$ cat src/rtl/mem_port_arbiter.sv
// -----------------------------------------------------------------------------
// mem_port_arbiter
//
// Shares one single-port block RAM between the fetch stage (i_*) and the
// load/store stage (d_*). At most one access is granted per cycle. The RAM
// has a one-cycle read latency, so the granted requester sees its valid one
// cycle after the grant and both read-data outputs simply mirror mem_dout.
//
// Ports
//   clk, nrst           clock (rising edge), synchronous active-low reset
//   i_req/i_addr        fetch request, held until i_gnt
//   i_gnt               fetch granted this cycle (combinational)
//   i_valid/i_rdata     fetch response, one cycle after i_gnt
//   d_req/d_we/d_addr/d_wdata  data request, held until d_gnt (d_we=0 -> read)
//   d_gnt               data granted this cycle (combinational)
//   d_valid/d_rdata     read data or write ack, one cycle after d_gnt
//   mem_en/mem_we/mem_addr/mem_din/mem_dout   RAM port
//   i_stall_cnt         saturating count of fetch-stall cycles (debug)
// -----------------------------------------------------------------------------
module mem_port_arbiter #(
    parameter int AW         = 8,
    parameter int DW         = 32,
    parameter int MAX_STREAK = 4
) (
    input  logic            clk,
    input  logic            nrst,
    input  logic            i_req,
    input  logic [AW-1:0]   i_addr,
    output logic            i_gnt,
    output logic            i_valid,
    output logic [DW-1:0]   i_rdata,
    input  logic            d_req,
    input  logic [DW/8-1:0] d_we,
    input  logic [AW-1:0]   d_addr,
    input  logic [DW-1:0]   d_wdata,
    output logic            d_gnt,
    output logic            d_valid,
    output logic [DW-1:0]   d_rdata,
    output logic            mem_en,
    output logic [DW/8-1:0] mem_we,
    output logic [AW-1:0]   mem_addr,
    output logic [DW-1:0]   mem_din,
    input  logic [DW-1:0]   mem_dout,
    output logic [15:0]     i_stall_cnt
);

    localparam int         BW         = DW / 8;
    localparam logic [3:0] STREAK_MAX = 4'(MAX_STREAK);

    logic [3:0]  streak_r;
    logic        i_valid_r;
    logic        d_valid_r;
    logic [15:0] stall_cnt_r;
    logic        d_win_s;
    logic        i_win_s;

    // Arbitration: data has priority until it has won STREAK_MAX times in a
    // row against a waiting fetch; reset blocks every grant.
    always_comb begin
        d_win_s = 1'b0;
        i_win_s = 1'b0;
        if (!nrst) begin
            d_win_s = 1'b0;
            i_win_s = 1'b0;
        end else if (d_req && (!i_req || (streak_r < STREAK_MAX))) begin
            d_win_s = 1'b1;
        end else if (i_req) begin
            i_win_s = 1'b1;
        end else begin
            d_win_s = 1'b0;
            i_win_s = 1'b0;
        end
    end

    assign i_gnt = i_win_s;
    assign d_gnt = d_win_s;

    // RAM drive: winner's address/data, everything idle at zero otherwise.
    always_comb begin
        mem_en   = 1'b0;
        mem_we   = {BW{1'b0}};
        mem_addr = {AW{1'b0}};
        mem_din  = {DW{1'b0}};
        if (d_win_s) begin
            mem_en   = 1'b1;
            mem_we   = d_we;
            mem_addr = d_addr;
            mem_din  = d_wdata;
        end else if (i_win_s) begin
            mem_en   = 1'b1;
            mem_addr = i_addr;
        end else begin
            mem_en   = 1'b0;
        end
    end

    // Streak of data grants won while fetch is waiting; any fetch grant or
    // idle fetch cycle restarts it.
    always_ff @(posedge clk) begin
        if (!nrst) begin
            streak_r <= 4'd0;
        end else if (i_win_s || !i_req) begin
            streak_r <= 4'd0;
        end else if (d_win_s && (streak_r < STREAK_MAX)) begin
            streak_r <= streak_r + 4'd1;
        end else begin
            streak_r <= streak_r;
        end
    end

    // Response owner flags: the grant of this cycle becomes next cycle's valid.
    always_ff @(posedge clk) begin
        if (!nrst) begin
            i_valid_r <= 1'b0;
            d_valid_r <= 1'b0;
        end else begin
            i_valid_r <= i_win_s;
            d_valid_r <= d_win_s;
        end
    end

    // Saturating fetch-stall counter.
    always_ff @(posedge clk) begin
        if (!nrst) begin
            stall_cnt_r <= 16'd0;
        end else if (i_req && !i_win_s && (stall_cnt_r != 16'hFFFF)) begin
            stall_cnt_r <= stall_cnt_r + 16'd1;
        end else begin
            stall_cnt_r <= stall_cnt_r;
        end
    end

    assign i_valid     = i_valid_r;
    assign d_valid     = d_valid_r;
    assign i_rdata     = mem_dout;
    assign d_rdata     = mem_dout;
    assign i_stall_cnt = stall_cnt_r;

endmodule

$ cat config.mk
export PLATFORM = sky130hd
export DESIGN_NAME = mem_port_arbiter
export DESIGN_NICKNAME = d
export VERILOG_FILES = /design/src/rtl/mem_port_arbiter.sv
export SDC_FILE = /design/constraint.sdc
export NUM_CORES = 1
export LEC_CHECK = 0
export BUFFER_PORTS_ARGS = -buffer_cell sky130_fd_sc_hd__buf_4
export CORE_AREA = 8 8 87 89
export DETAILED_ROUTE_END_ITERATION = 10
export DIE_AREA = 0 0 95 97
export GPL_TIMING_DRIVEN = 0
export PLACE_DENSITY_LB_ADDON = 0.12
export SLEW_MARGIN = 20
export SYNTH_ARGS = -nofsm -noshare
export SYNTH_HDL_FRONTEND = slang
export SYNTH_SLANG_ARGS = --single-unit
$ cat constraint.sdc
create_clock -name clk -period 1.64 [get_ports clk]
set_clock_uncertainty 0.05 [all_clocks]
set_input_delay 0.164 -clock clk [delete_from_list [all_inputs] [get_ports clk]]
set_output_delay 0.164 -clock clk [all_outputs]
set_load 0.01 [all_outputs]
* Word level (Yosys, flattened, before mapping)
Cells that the tools add are included.
** Operators by class
- Bitwise logic cells :: 1
- Mux-type cells :: 11
- Reductions and logical operators :: 9
- $add $sub $neg :: 2
- Equal/unequal tests :: 1
- $lt $le $gt $ge :: 1
** Operator list (number)
- 2-to-1 mux 32 bit :: 1
- adder 16 x 1 -> 16 bit, second input constant :: 1
- 2-to-1 mux 8 bit :: 2
- != test 16 bit, second input constant :: 1
- 2-to-1 mux 1 bit :: 7
- adder 4 x 1 -> 4 bit, second input constant :: 1
- logical AND 1 bit :: 4
- < comparator 4 x 3 -> 1 bit, second input constant :: 1
- 2-to-1 mux 4 bit :: 1
- logical NOT 1 bit :: 2
- logical OR 1 bit :: 2
- OR reduction 2 bit :: 1
- NOT 1 bit :: 1
** Storage, ports and cells
- Input port bits :: 88
- Register bits :: 22
- Output and inout bits :: 129
- Logic and storage cells :: 29

* Longest topological paths before layout
Gate-level depths: netlist (run 1).
- Word-level depth :: 8
- Mapped depth :: 6
- Gate-level depth less buffers :: 5

* Worst setup path after synthesis (run 1)
OpenSTA, ideal clock, no wires.
- Kind :: register to register
- Start point :: register stall_cnt_r[0], in the netlist i_stall_cnt[0]
- End point :: register stall_cnt_r[10], in the netlist i_stall_cnt[10]
- Buffers on the path :: 1
- Arrival time :: 1544 ps
- Slack :: -25 ps
- Cell stages (with the launch flop) :: 6
- Clock period less this slack :: 1665 ps
- Library setup time :: 70 ps
- Required time :: 1520 ps
- Cell sequence :: dfxtp_1 > ha_1 > o211ai_1 > clkbuf_1 > or4_1 > a21oi_1
** On the way
- Longest elaborated chain between the ends :: 2
- Elaborated cells between the ends (all ways) :: 3
- Classes of those cells :: 1 x add/sub; 1 x eq/ne; 1 x reduce/logical
** RTL lines
- from (decl) :: RTL line 53 : logic [15:0] stall_cnt_r;
- from (signal assigned) :: RTL line 127 : stall_cnt_r <= stall_cnt_r + 16'd1;
- from (signal assigned) :: RTL line 129 : stall_cnt_r <= stall_cnt_r;
- branches (longest 2 deep; another with adder 16 x 1 -> 16 bit)
Several ways; the timed one is not identified.
A chain may end at the register's enable or synchronous reset.

* Worst setup path in the final report (run 1)
- Start point :: register streak_r[2]
- End point :: output port mem_addr[0]
** On the way
- Longest elaborated chain between the ends :: 7
- Elaborated cells between the ends (all ways) :: 9
- Classes of those cells :: 1 x order compare; 6 x mux; 2 x reduce/logical
** RTL lines
- from (decl) :: RTL line 50 : logic [3:0] streak_r;
- from (signal assigned) :: RTL line 105 : streak_r <= streak_r + 4'd1;
- from (signal assigned) :: RTL line 107 : streak_r <= streak_r;
- < comparator 4 x 3 -> 1 bit (*) :: RTL line 65 : end else if (d_req && (!i_req || (streak_r < STREAK_MAX))) begin
- logical OR 1 bit (*) :: RTL line 65
- logical AND 1 bit (*) :: RTL line 65
- 2-to-1 mux 1 bit :: RTL line 65
- 2-to-1 mux 1 bit :: RTL line 62 : if (!nrst) begin
- 2-to-1 mux 8 bit :: RTL line 89 : end else if (i_win_s) begin
- 2-to-1 mux 8 bit (*) :: RTL line 84 : if (d_win_s) begin
- to (decl) :: RTL line 41 : output logic [AW-1:0] mem_addr,
Mark *: on every way between the ends. The rest lies on a longest branch, timed or not.

==> results of run 1 <==
[synthesized netlist by cell type (all sizes together)]
master  number
buf         65
and2        36
dfxtp       22
a21oi       12
clkbuf      10
nand2        9
a22o         8
nand3        7
o31ai        7
or4          7
and3         6
nor2         6
o21ai        6
inv          5
nand4        5
nor3         4
mux2i        3
nor4         3
a21o         2
ha           2
or3          2
or3b         2
a211oi       1
a31oi        1
and4         1
conb         1
nand2b       1
nor3b        1
o2111a       1
o211ai       1
o21bai       1
o311a        1
[logic make-up after synthesis]
family	after synthesis	share of synthesized area [%]
simple gates	90	29.2
buf+inv	80	28.9
compound gates	41	15.2
flops	22	23.5
mux	3	1.60
fa+ha+maj	2	1.33
other cells	1	0.200
[worst register-to-register path, cell delays in order, from the launching register on]
cell                      delay, ns
sky130_fd_sc_hd__dfxtp_2       0.34
sky130_fd_sc_hd__or3b_4        0.43
sky130_fd_sc_hd__a21o_4        0.27
sky130_fd_sc_hd__or4_4         0.42
sky130_fd_sc_hd__a21oi_2       0.15
[metrics by stage]
stage          TNS, ns  hold WS, ns
4_1_cts          -4.76        0.135
2_1_floorplan        0        0.281
3_5_place_dp    -11.86        0.373
5_1_grt          -7.41        0.135
6_report         -2.33        0.136
3_3_place_gp    -10.58        0.359
[power groups by stage]
stage / combinational (mW) / sequential (mW) / clock (mW)
2_1_floorplan: 0.268 / 0.562 / 0
3_3_place_gp: 0.606 / 0.560 / 0
3_5_place_dp: 0.612 / 0.560 / 0
4_1_cts: 0.644 / 0.546 / 0.404
5_1_grt: 0.685 / 0.543 / 0.429
6_report: 0.637 / 0.541 / 0.398
[state kept, by name, summed over array words and instances, names as in the netlist]
name,count
d_valid,1
i_stall_cnt,16
i_valid,1
streak_r,4
[worst paths after layout]
| check | endpoint | slack [ns] | cells after the start |
|---|---|---|---|
| setup / recovery | mem_addr[0] | -0.13 | 4 |
| hold / removal | d_valid | 0.14 | 2 |
| setup reg to reg | i_stall_cnt[7] | -0.10 | 4 |
| hold reg to reg | streak_r[0] | 0.39 | 1 |
[cell usage in the layout, fill, tap and decap left out, drive strengths merged, types with 8 or more instances in the layout]
master	Yosys	routed
nand2	9	9
dfxtp	22	22
a21oi	12	12
clkbuf	10	10
and2	36	36
buf	65	263
a22o	8	8
[metal layers]
layer | vias to the layer above | track usage (%)
li1 | 1164 | -
met5 | - | 0
met1 | 1042 | 17.5
met3 | 4 | 5.72
met4 | 0 | 2.16
met2 | 120 | 33.6
[repair_timing]
| action | CTS | global route |
|---|---|---|
| pin swaps | 12 | 19 |
| buffers inserted | 10 | 3 |
| gates cloned | 2 | 0 |
| gates resized for setup | 34 | 38 |
| endpoints found under the setup margin | 59 | 60 |
[final cells by class]
type	count	area, sq um
multi-input combinational	138	1030
buffer	72	533
inverter	5	18.8
clock buffer	4	55.1
timing repair buffer	197	1520
tap	77	96.3
fill	587	2480
sequential	22	472
==> metrics list, run 1 <==
- The run finished, with violations left.
- The final reports fail on negative setup slack.
* Area of the core region: approximately 6200 sq um
- PortBufs: about 180
- Total wire length after detailed routing: between 8000 and 9000 um
- After detailed routing, the met2 layer carries roughly 4700 um of wire.
* CTS hold repair buffers: 0
- Largest area contributor in the netlist: sky130_fd_sc_hd__buf_4
- Syn Nets: ~330
* Wire length of the first global-routing pass: between 10000 and 15000 um
- Seq cells post-synth: 22
* Switching part of the total power: 26.8%
- In this run the cell area measured after placement is 3350 sq um.
* Rel. slew slack: 58.0%
- In this run the clock root is driven by a sky130_fd_sc_hd__clkbuf_8.
- Row count: 29
* Launch point of the worst path: streak_r[2]
- Clock-pin slew was measured on the worst setup and hold paths at ~0.080 ns.
- At the worst endpoint, the required time is 1.43 ns.
- Via count: roughly 2300
* TritonRoute pass-1 iters: 4
- Cell area after synthesis: about 1900 sq um
- Min-delay src: d_req
- The die covers roughly 9000 sq um.
- From synthesis to final layout, the design area changed by 98.7%.
* Starting density of the core: between 30% and 40%
- Clock tree from TritonCTS: built
- Die Height: 97 um
* Final core utilization: 60.0%
- Dividing the detail-routed via count by the number of cells gives about 4.5.
- Setup violations, final: 49
- The worst setup path is captured at an output port.
- R2R Path Start: streak_r[2]
* Placer Congestion: 0.768
- Setup repair after global routing could not meet its margin everywhere.
* Setup CP Type: flop to output port
- Met3 Wirelength: between 1000 and 1500 um
- Synthesis handed over a netlist of 239 instances.
- Cell type of the slowest stage on the worst timing path: sky130_fd_sc_hd__or3b_4
- After synthesis, the mean cell area works out to about 8 sq um.
- At the end of the flow, the number of nets in the layout was roughly 530.
- Internal Pwr Total: 1.15 mW
- Syn. warnings: 0
* Slowest Stage Delay on Critical Path: ~0.43 ns
- Final max-slew violation count: 0
- The final critical path takes up 108% of the cycle.
- Remaining global-route overflow: 0
- Worst setup timing slack at the placement stage: -0.278 ns
- For this block, wires on met1 add up to 3140 um.
- In this run the power spent charging and discharging nets is approximately 0.42 mW.
- Hold WC Path Type: primary input to flop
- Arrival time of the worst setup path: roughly 1.6 ns
* Peak supply drop: 0.359 mV
- After detailed routing, the number of remaining DRC violations is 0.
- The critical path goes through or3b_4 > and3_4 > a22o_1 > buf_6.
* Transition time at the pin with the least slew margin: roughly 0.63 ns
- Worst-Skew Late Latency: between 0.2 and 0.3 ns
- Bufs and invs on worst path: 1
- The clock drives 22 sinks.
- Counting I/O delays and the setup requirement, the final critical path takes about 1.8 ns.
- In this run the static leakage power is roughly 1.9 nW.
- Detail Placement HPWL: between 7000 and 8000 um
- Synth cell types: 37
- Maximum clock insertion buffer count: 2
* Power density over the cells: roughly 420 nW/um^2
* Number of antenna cells inserted: 0
- In this run, the number of DRC markers left after iteration 0 of detailed routing was 96.
* Number of nets with antenna violations after routing: 0
- Placed insts: 500
- The post-route netlist has 71.7% of its cells at a drive strength greater than 1.
* Nature of the critical path startpoint: flop
- Combinational cell fraction of total power: 40.4%
- CTS built an H-tree with a depth of 1.
* Leading post-synthesis cells by cell area: sky130_fd_sc_hd__buf_4, sky130_fd_sc_hd__dfxtp_1, sky130_fd_sc_hd__and2_1
- Number of antenna violations at the first check in global routing: 0
* Share of Yosys cell area claimed by the top area cell type: 25.6%
- Non-filler instance count after layout: between 500 and 600
- Max-cap violations in this run came to 0.
- Proportion of synthesized chip area in sequential cells: between 20% and 30%
- Summing all non-filler instances in the final layout gives an area of 3720 sq um.
- 217 I/O pins were placed.
* Final hold violations: 0
- In the final routed layout, each cell accounts on average for ~17 um.
- Routed signal wires occupy layers up through met4.
- Fin worst setup slack: -0.134 ns
- Pin count of the biggest net entering global routing: 13
- Kind of cell with the highest combined delay on the critical path: simple AND/OR/NAND/NOR gates
* Clock Power Share: between 20 and 30%
* Via count of the first global-routing pass: around 2300
- TritonCTS created 3 clock buffers.
* Fmax: around 560 MHz
- Per report_power, the sequential group accounts for 34.3% of the total.
- Power comes to about 1.6 mW.
* GR Util All Layers: between 15 and 20%
* Horizontal extent of the die: between 90 and 100 um
- Max FO, Critical Path: 5
Power figures use the tool's default switching activity.
==> run 2: changes to the inputs <==
Settings changed: SKIP_CTS_REPAIR_TIMING set to 1.
==> metrics list, run 2 (synthesized netlist as in run 1, its figures left out) <==
- Clock transition at the registers of the reported paths: 0.08 ns (about the same)
* Via count: 2395 (was 2330)
- Status: finished, violations left (unchanged)
- Most frequent cells in the layout: sky130_fd_sc_hd__buf_4, sky130_fd_sc_hd__and2_1, sky130_fd_sc_hd__buf_6 (unchanged).
* Max-cap violations: 0 (unchanged)
- The clock net sink count is 22 (unchanged).
- The residual DRC count was 0 (unchanged).
- Placed insts: 500 (unchanged)
- Wire length of the first global-routing pass: 12100 um (was 12700 um)
* Setup violations, final: 57 (was 49)
- The critical path endpoint category is an output port (unchanged).
- The remaining number of nets flagged by the antenna check after routing came to 0 (unchanged).
- The number of top-level pins came to 217 (unchanged).
- Detail-routed via count per cell: 4.58 (was 4.52)
- Transition time at the pin with the least slew margin: 0.574 ns (was 0.631 ns)
* Hold WC Path Type: primary input to flop (unchanged)
- Fill count: 554 (was 587)
- The final total power was 1.62 mW (was 1.58 mW).
- R2R cell count: 4 (unchanged)
- Final core utilization: 61.5% (was 60.0%)
- First DRT Iteration DRCs: 93 (was 96)
- Horizontal extent of the die: 95 um (unchanged)
* Maximum clock insertion buffer count: 2 (unchanged)
- The number of max-slew violations in the final report came to 0 (unchanged).
- GR Util All Layers: 16.6% (was 17.4%)
* Die Height: 97 um (unchanged)
- The power per cell area is 424 nW/um^2 (was 423 nW/um^2).
- The number of search-and-repair iterations in the first detailed-routing pass came to 4 (unchanged).
- Arrival time of the worst setup path: 1.59 ns (was 1.56 ns)
- The buffer cell driving the clock tree root is sky130_fd_sc_hd__clkbuf_8 (unchanged).
- Nature of the critical path startpoint: flop (unchanged)
- The number of antenna violations at the first check in global routing came to 0 (unchanged).
* Peak supply drop: 0.375 mV (was 0.359 mV)
* Post-place instance area: 3350 sq um (unchanged)
- The number of H-tree levels came to 1 (unchanged).
- Ratio of final minimum period to clock period: 110% (was 108%)
- Violated checks: negative setup slack (unchanged)
* Max FO, Critical Path: 5 (unchanged)
- The number of flip-flops in the largest register is 16 (unchanged).
- The minimum hold slack came to 0.179 ns (was 0.136 ns).
- Row count: 29 (unchanged)
- Area of the core region: 6200 sq um (unchanged)
* Nets@finish: 537 (was 529)
* Detail Placement HPWL: 7410 um (unchanged)
- Clock tree from TritonCTS: built (unchanged)
- The headroom to the max-slew limit is 61.8% (was 58.0%).
- The final critical path time including I/O delays and setup is 1.80 ns (was 1.77 ns).
- Post-Layout Inst Area: 3820 sq um (was 3720 sq um)
- The final-report hold violation count is 0 (unchanged).
* Fmax: 555 MHz (was 564 MHz)
- Total wire length after detailed routing: 9200 um (was 8870 um)
- Routed wirelength normalized by instance count: 17.6 um (was 17.2 um)
- The total grt overflow was 0 (unchanged).
- The kind of critical path is flop to output port (unchanged).
* Unrepaired setup endpoints after global routing: true (unchanged)
- Worst path required time: 1.43 ns (about the same)
- The largest net degree at the start of global routing was 13 (unchanged).
- Via count of the first global-routing pass: 2173 (was 2259)
* Layout overhead on the synthesized area: 104% (was 98.7%)
- The number of CTS-inserted buffers came to 3 (unchanged).
- Overall die area: 9220 sq um (unchanged)
* PortBufs: 184 (unchanged)
- Commonest non-fill, non-tap cell in the layout: sky130_fd_sc_hd__buf_4 (unchanged)
* Placer Congestion: 0.768 (unchanged)
* Cell leakage power: 1.94 nW (was 1.90 nW)
* Fin worst setup slack: -0.162 ns (was -0.134 ns)
- The worst hold path stage count came to 2 (unchanged).
- Share of cells above drive strength 1: 71.7% (about the same)
- The number of standard cells in the final layout excluding fillers is 523 (was 515).
* Starting density of the core: 30.2% (unchanged)
- The clock latency on the worst-skew pair came to 0.26 ns (was 0.27 ns).
* Number of antenna cells inserted: 0 (unchanged)
-- run 2: per-stage QoR --
stage / setup WS [ns] / TNS, ns
CTS: -0.565 / -26.00
floorplan: 0.0000303 / 0
finish: -0.162 / -4.08
detailed placement: -0.278 / -11.86
global placement: -0.248 / -10.58
global route: -0.214 / -7.79
-- run 2: worst paths after layout --
| kind | slack [ns] | to | startpoint |
|---|---|---|---|
| min | 0.18 | d_valid | d_req |
| min reg2reg | 0.39 | streak_r[0] | streak_r[0] |
| max | -0.16 | mem_din[30] | streak_r[2] |
| max reg2reg | -0.11 | i_stall_cnt[7] | streak_r[3] |
-- run 2: area by class of cell --
| cell class | instances | area (sq um) | share of cell area (%) |
|---|---|---|---|
| plain buffers | 72 | 552 | 14.5 |
| clock buffers | 4 | 55.1 | 1.44 |
| inverters | 5 | 18.8 | 0.492 |
| multi-input cells | 140 | 1060 | 27.9 |
| flip-flops and latches | 22 | 454 | 11.9 |
| well taps | 77 | 96.3 | 2.52 |
| repair buffers | 203 | 1580 | 41.3 |
-- run 2: power by group --
group / leakage (nW) / total, mW / switching (mW) / internal [mW]
combinational: 1.73 / 0.674 / 0.245 / 0.428
sequential: 0.181 / 0.546 / 0.00733 / 0.539
clock: 0.0288 / 0.399 / 0.185 / 0.214
total: 1.94 / 1.62 / 0.437 / 1.18
-- run 2: worst max-delay path: stages (launching register included) --
cell                      delay [ns]
sky130_fd_sc_hd__dfxtp_4        0.36
sky130_fd_sc_hd__o21ai_2        0.21
sky130_fd_sc_hd__and3_4         0.27
sky130_fd_sc_hd__buf_4          0.12
sky130_fd_sc_hd__buf_6          0.10
sky130_fd_sc_hd__and2_1         0.13
sky130_fd_sc_hd__buf_4          0.12
-- run 2: metal layers --
metal | GRT usage, % | wire, um | vias to the layer above
li1 | - | - | 1188
met1 | 17.1 | 3340 | 1089
met2 | 31.4 | 4840 | 114
met3 | 5.72 | 961 | 4
met4 | 2.16 | 57 | 0
met5 | 0 | 0 | -
==> run 3: changes to the inputs <==
Settings changed: SETUP_SLACK_MARGIN set to 0.5.
==> metrics list, run 3 (synthesized netlist as in run 1, its figures left out) <==
- The final-report hold violation count came to 0 (unchanged).
- The number of H-tree levels was 1 (unchanged).
- The number of placement rows was 29 (unchanged).
- Horizontal extent of the die: 95 um (unchanged)
- Hold WC Path Type: primary input to flop (unchanged)
- The number of search-and-repair iterations in the first detailed-routing pass came to 4 (unchanged).
- The area inside the core boundary was 6200 sq um (unchanged).
* Met2 Routed Length: 5310 um (was 4840 um)
* Worst hold path endpoint: d_valid (unchanged)
- Unrepaired setup endpoints after global routing: true (unchanged)
- The clock net sink count came to 22 (unchanged).
- Placer Congestion: 0.846 (was 0.768)
- Io pins: 217 (unchanged)
- The wire length the detailed router placed on met1 came to 3390 um (was 3340 um).
- Fmax: 530 MHz (was 555 MHz)
* Starting density of the core: 30.2% (unchanged)
* PortBufs: 184 (unchanged)
* Cell leakage power: 2.02 nW (was 1.94 nW)
* Detail Placement HPWL: 7990 um (was 7410 um)
- The kind of critical path is flop to output port (unchanged).
- Top sig layer: met5 (was met4)
- The number of antenna violations at the first check in global routing is 1 (was 0).
* Status: finished, violations left (unchanged)
- The area added between synthesis and finish is 111% (was 104%).
- The TritonCTS clock tree is built (unchanged).
- The number of flip-flops in the largest register came to 16 (unchanged).
- The number of max-slew violations in the final report came to 0 (unchanged).
- Post-route DRC violation count: 0 (unchanged)
- The most common cell after layout, fill and taps aside is sky130_fd_sc_hd__buf_4 (unchanged).
- The source of the worst hold timing path is d_req (unchanged).
* Via count: 2365 (was 2395)
- The total detailed-routing wirelength was 9650 um (was 9200 um).
* Final core utilization: 63.8% (was 61.5%)
- The clock-pin transition on the worst setup and hold timing paths is 0.08 ns (about the same).
- Die Height: 97 um (unchanged)
- Post-layout minimum cycle time: 1.89 ns (was 1.80 ns)
- Nets@finish: 538 (was 537)
* Post-Layout Inst Area: 3960 sq um (was 3820 sq um)
- Power density over the cells: 445 nW/um^2 (was 424 nW/um^2)
- The reg-to-reg endpoint was i_stall_cnt[10] (was i_stall_cnt[7]).
- Arrival time of the worst setup path: 1.67 ns (was 1.59 ns)
- Routed wirelength normalized by instance count: 18.4 um (was 17.6 um)
* Number of nets with antenna violations after routing: 0 (unchanged)
* Type of element capturing the critical path: output port (unchanged)
- The via count of the first global-routing pass was 2121 (was 2173).
* Remaining global-route overflow: 0 (unchanged)
- Nature of the critical path startpoint: flop (unchanged)
- First DRT Iteration DRCs: 40 (was 93)
- The floorplan die area is 9220 sq um (unchanged).
- The slew at the pin closest to its max-slew limit was 0.495 ns (was 0.574 ns).
- The required time of the critical path came to 1.43 ns (about the same).
- Pin count of the biggest net entering global routing: 14 (was 13)
- Number of antenna cells inserted: 0 (unchanged)
- Fin worst setup slack: -0.246 ns (was -0.162 ns)
- Reg2Reg Setup Slack: -0.15 ns (was -0.11 ns)
- The global-route wire length before repair came to 13100 um (was 12100 um).
- Met3 Wirelength: 931 um (was 961 um)
- The number of violations of the max-capacitance limit is 0 (unchanged).
- The worst hold path stage count came to 2 (unchanged).
- The clock latency on the worst-skew pair was 0.26 ns (about the same).
- Setup violations, final: 56 (was 57)
- R2R cell count: 6 (was 4)
* Most frequent cells in the layout: sky130_fd_sc_hd__buf_4, sky130_fd_sc_hd__and2_4, sky130_fd_sc_hd__buf_6 (was sky130_fd_sc_hd__buf_4, sky130_fd_sc_hd__and2_1, sky130_fd_sc_hd__buf_6)
- The number of buffers between clock root and the deepest sink came to 2 (unchanged).
- The worst-case vdd ir drop came to 0.533 mV (was 0.375 mV).
- The final sum of negative setup slack is -6.14 ns (was -4.08 ns).
- Violated checks: negative setup slack (unchanged)
* Ratio of final minimum period to clock period: 115% (was 110%)
- Master cell of the clock root buffer: sky130_fd_sc_hd__clkbuf_8 (unchanged)
- The headroom to the max-slew limit came to 66.7% (was 61.8%).
* Share of cells above drive strength 1: 79.0% (was 71.7%)
- TritonCTS Buffers: 3 (unchanged)
- Post-place instance area: 3530 sq um (was 3350 sq um)
- The detail-routed via count per cell was 4.51 (was 4.58).
- The overall global routing resource usage was 17.9% (was 16.6%).
- The minimum hold slack came to 0.141 ns (was 0.179 ns).
* R2R Path Start: streak_r[3] (unchanged)
* Max FO, Critical Path: 5 (unchanged)
-- run 3: cell types whose count changed in the layout (fill, tap and decap cells not counted), sizes merged --
| cell | delta |
|---|---|
| clkbuf | +5 |
| and3 | -3 |
| buf | -2 |
| bufinv | +1 |
| clkinvlp | +1 |
| inv | -1 |
-- run 3: worst max path at each step --
stage                   startpoint              to  slack (ns)  cells past startpoint
floorplan              streak_r[3]  i_stall_cnt[7]        0.01                      4
global placement    i_stall_cnt[3]  i_stall_cnt[9]       -0.13                      5
detailed placement  i_stall_cnt[3]  i_stall_cnt[9]       -0.17                      5
CTS                    streak_r[3]     mem_addr[4]       -0.35                      5
global route           streak_r[2]     mem_addr[4]       -0.29                      5
finish                 streak_r[2]     mem_addr[4]       -0.25                      5
-- run 3: per-layer routing --
metal	global-route usage (%)	vias up
met1	19.1	1082
li1	-	1182
met5	0	-
met2	33.8	95
met4	1.80	2
met3	5.80	4
-- run 3: through the flow --
stage	worst slack (ns)	std cells	power, mW
2_1_floorplan	0.0150	239	0.874
3_3_place_gp	-0.130	500	1.22
3_5_place_dp	-0.169	500	1.23
4_1_cts	-0.350	504	1.73
5_1_grt	-0.293	524	1.84
6_report	-0.246	524	1.76
-- run 3: area by class of cell --
cell class	instances	area (sq um)
Sequential cell	22	457
Buffer	75	603
Multi-Input combinational cell	137	1100
Clock inverter	1	30.0
Timing Repair Buffer	204	1600
Fill cell	566	2250
Inverter	5	22.5
Tap cell	77	96.3
Clock buffer	3	41.3
-- run 3: report_power, final --
| group | total, mW | internal (mW) | switching, mW |
|---|---|---|---|
| Clock | 0.508 | 0.326 | 0.182 |
| Combinational | 0.704 | 0.452 | 0.251 |
| Sequential | 0.548 | 0.541 | 0.00693 |
| Total | 1.76 | 1.32 | 0.440 |
-- run 3: worst max-delay path, cell delays in order, from the launching register on --
cell and delay [ns]:
sky130_fd_sc_hd__dfxtp_2 0.34, sky130_fd_sc_hd__or3b_4 0.42, sky130_fd_sc_hd__and3_4 0.18, sky130_fd_sc_hd__buf_8 0.13
sky130_fd_sc_hd__a22o_4 0.22, sky130_fd_sc_hd__buf_6 0.12
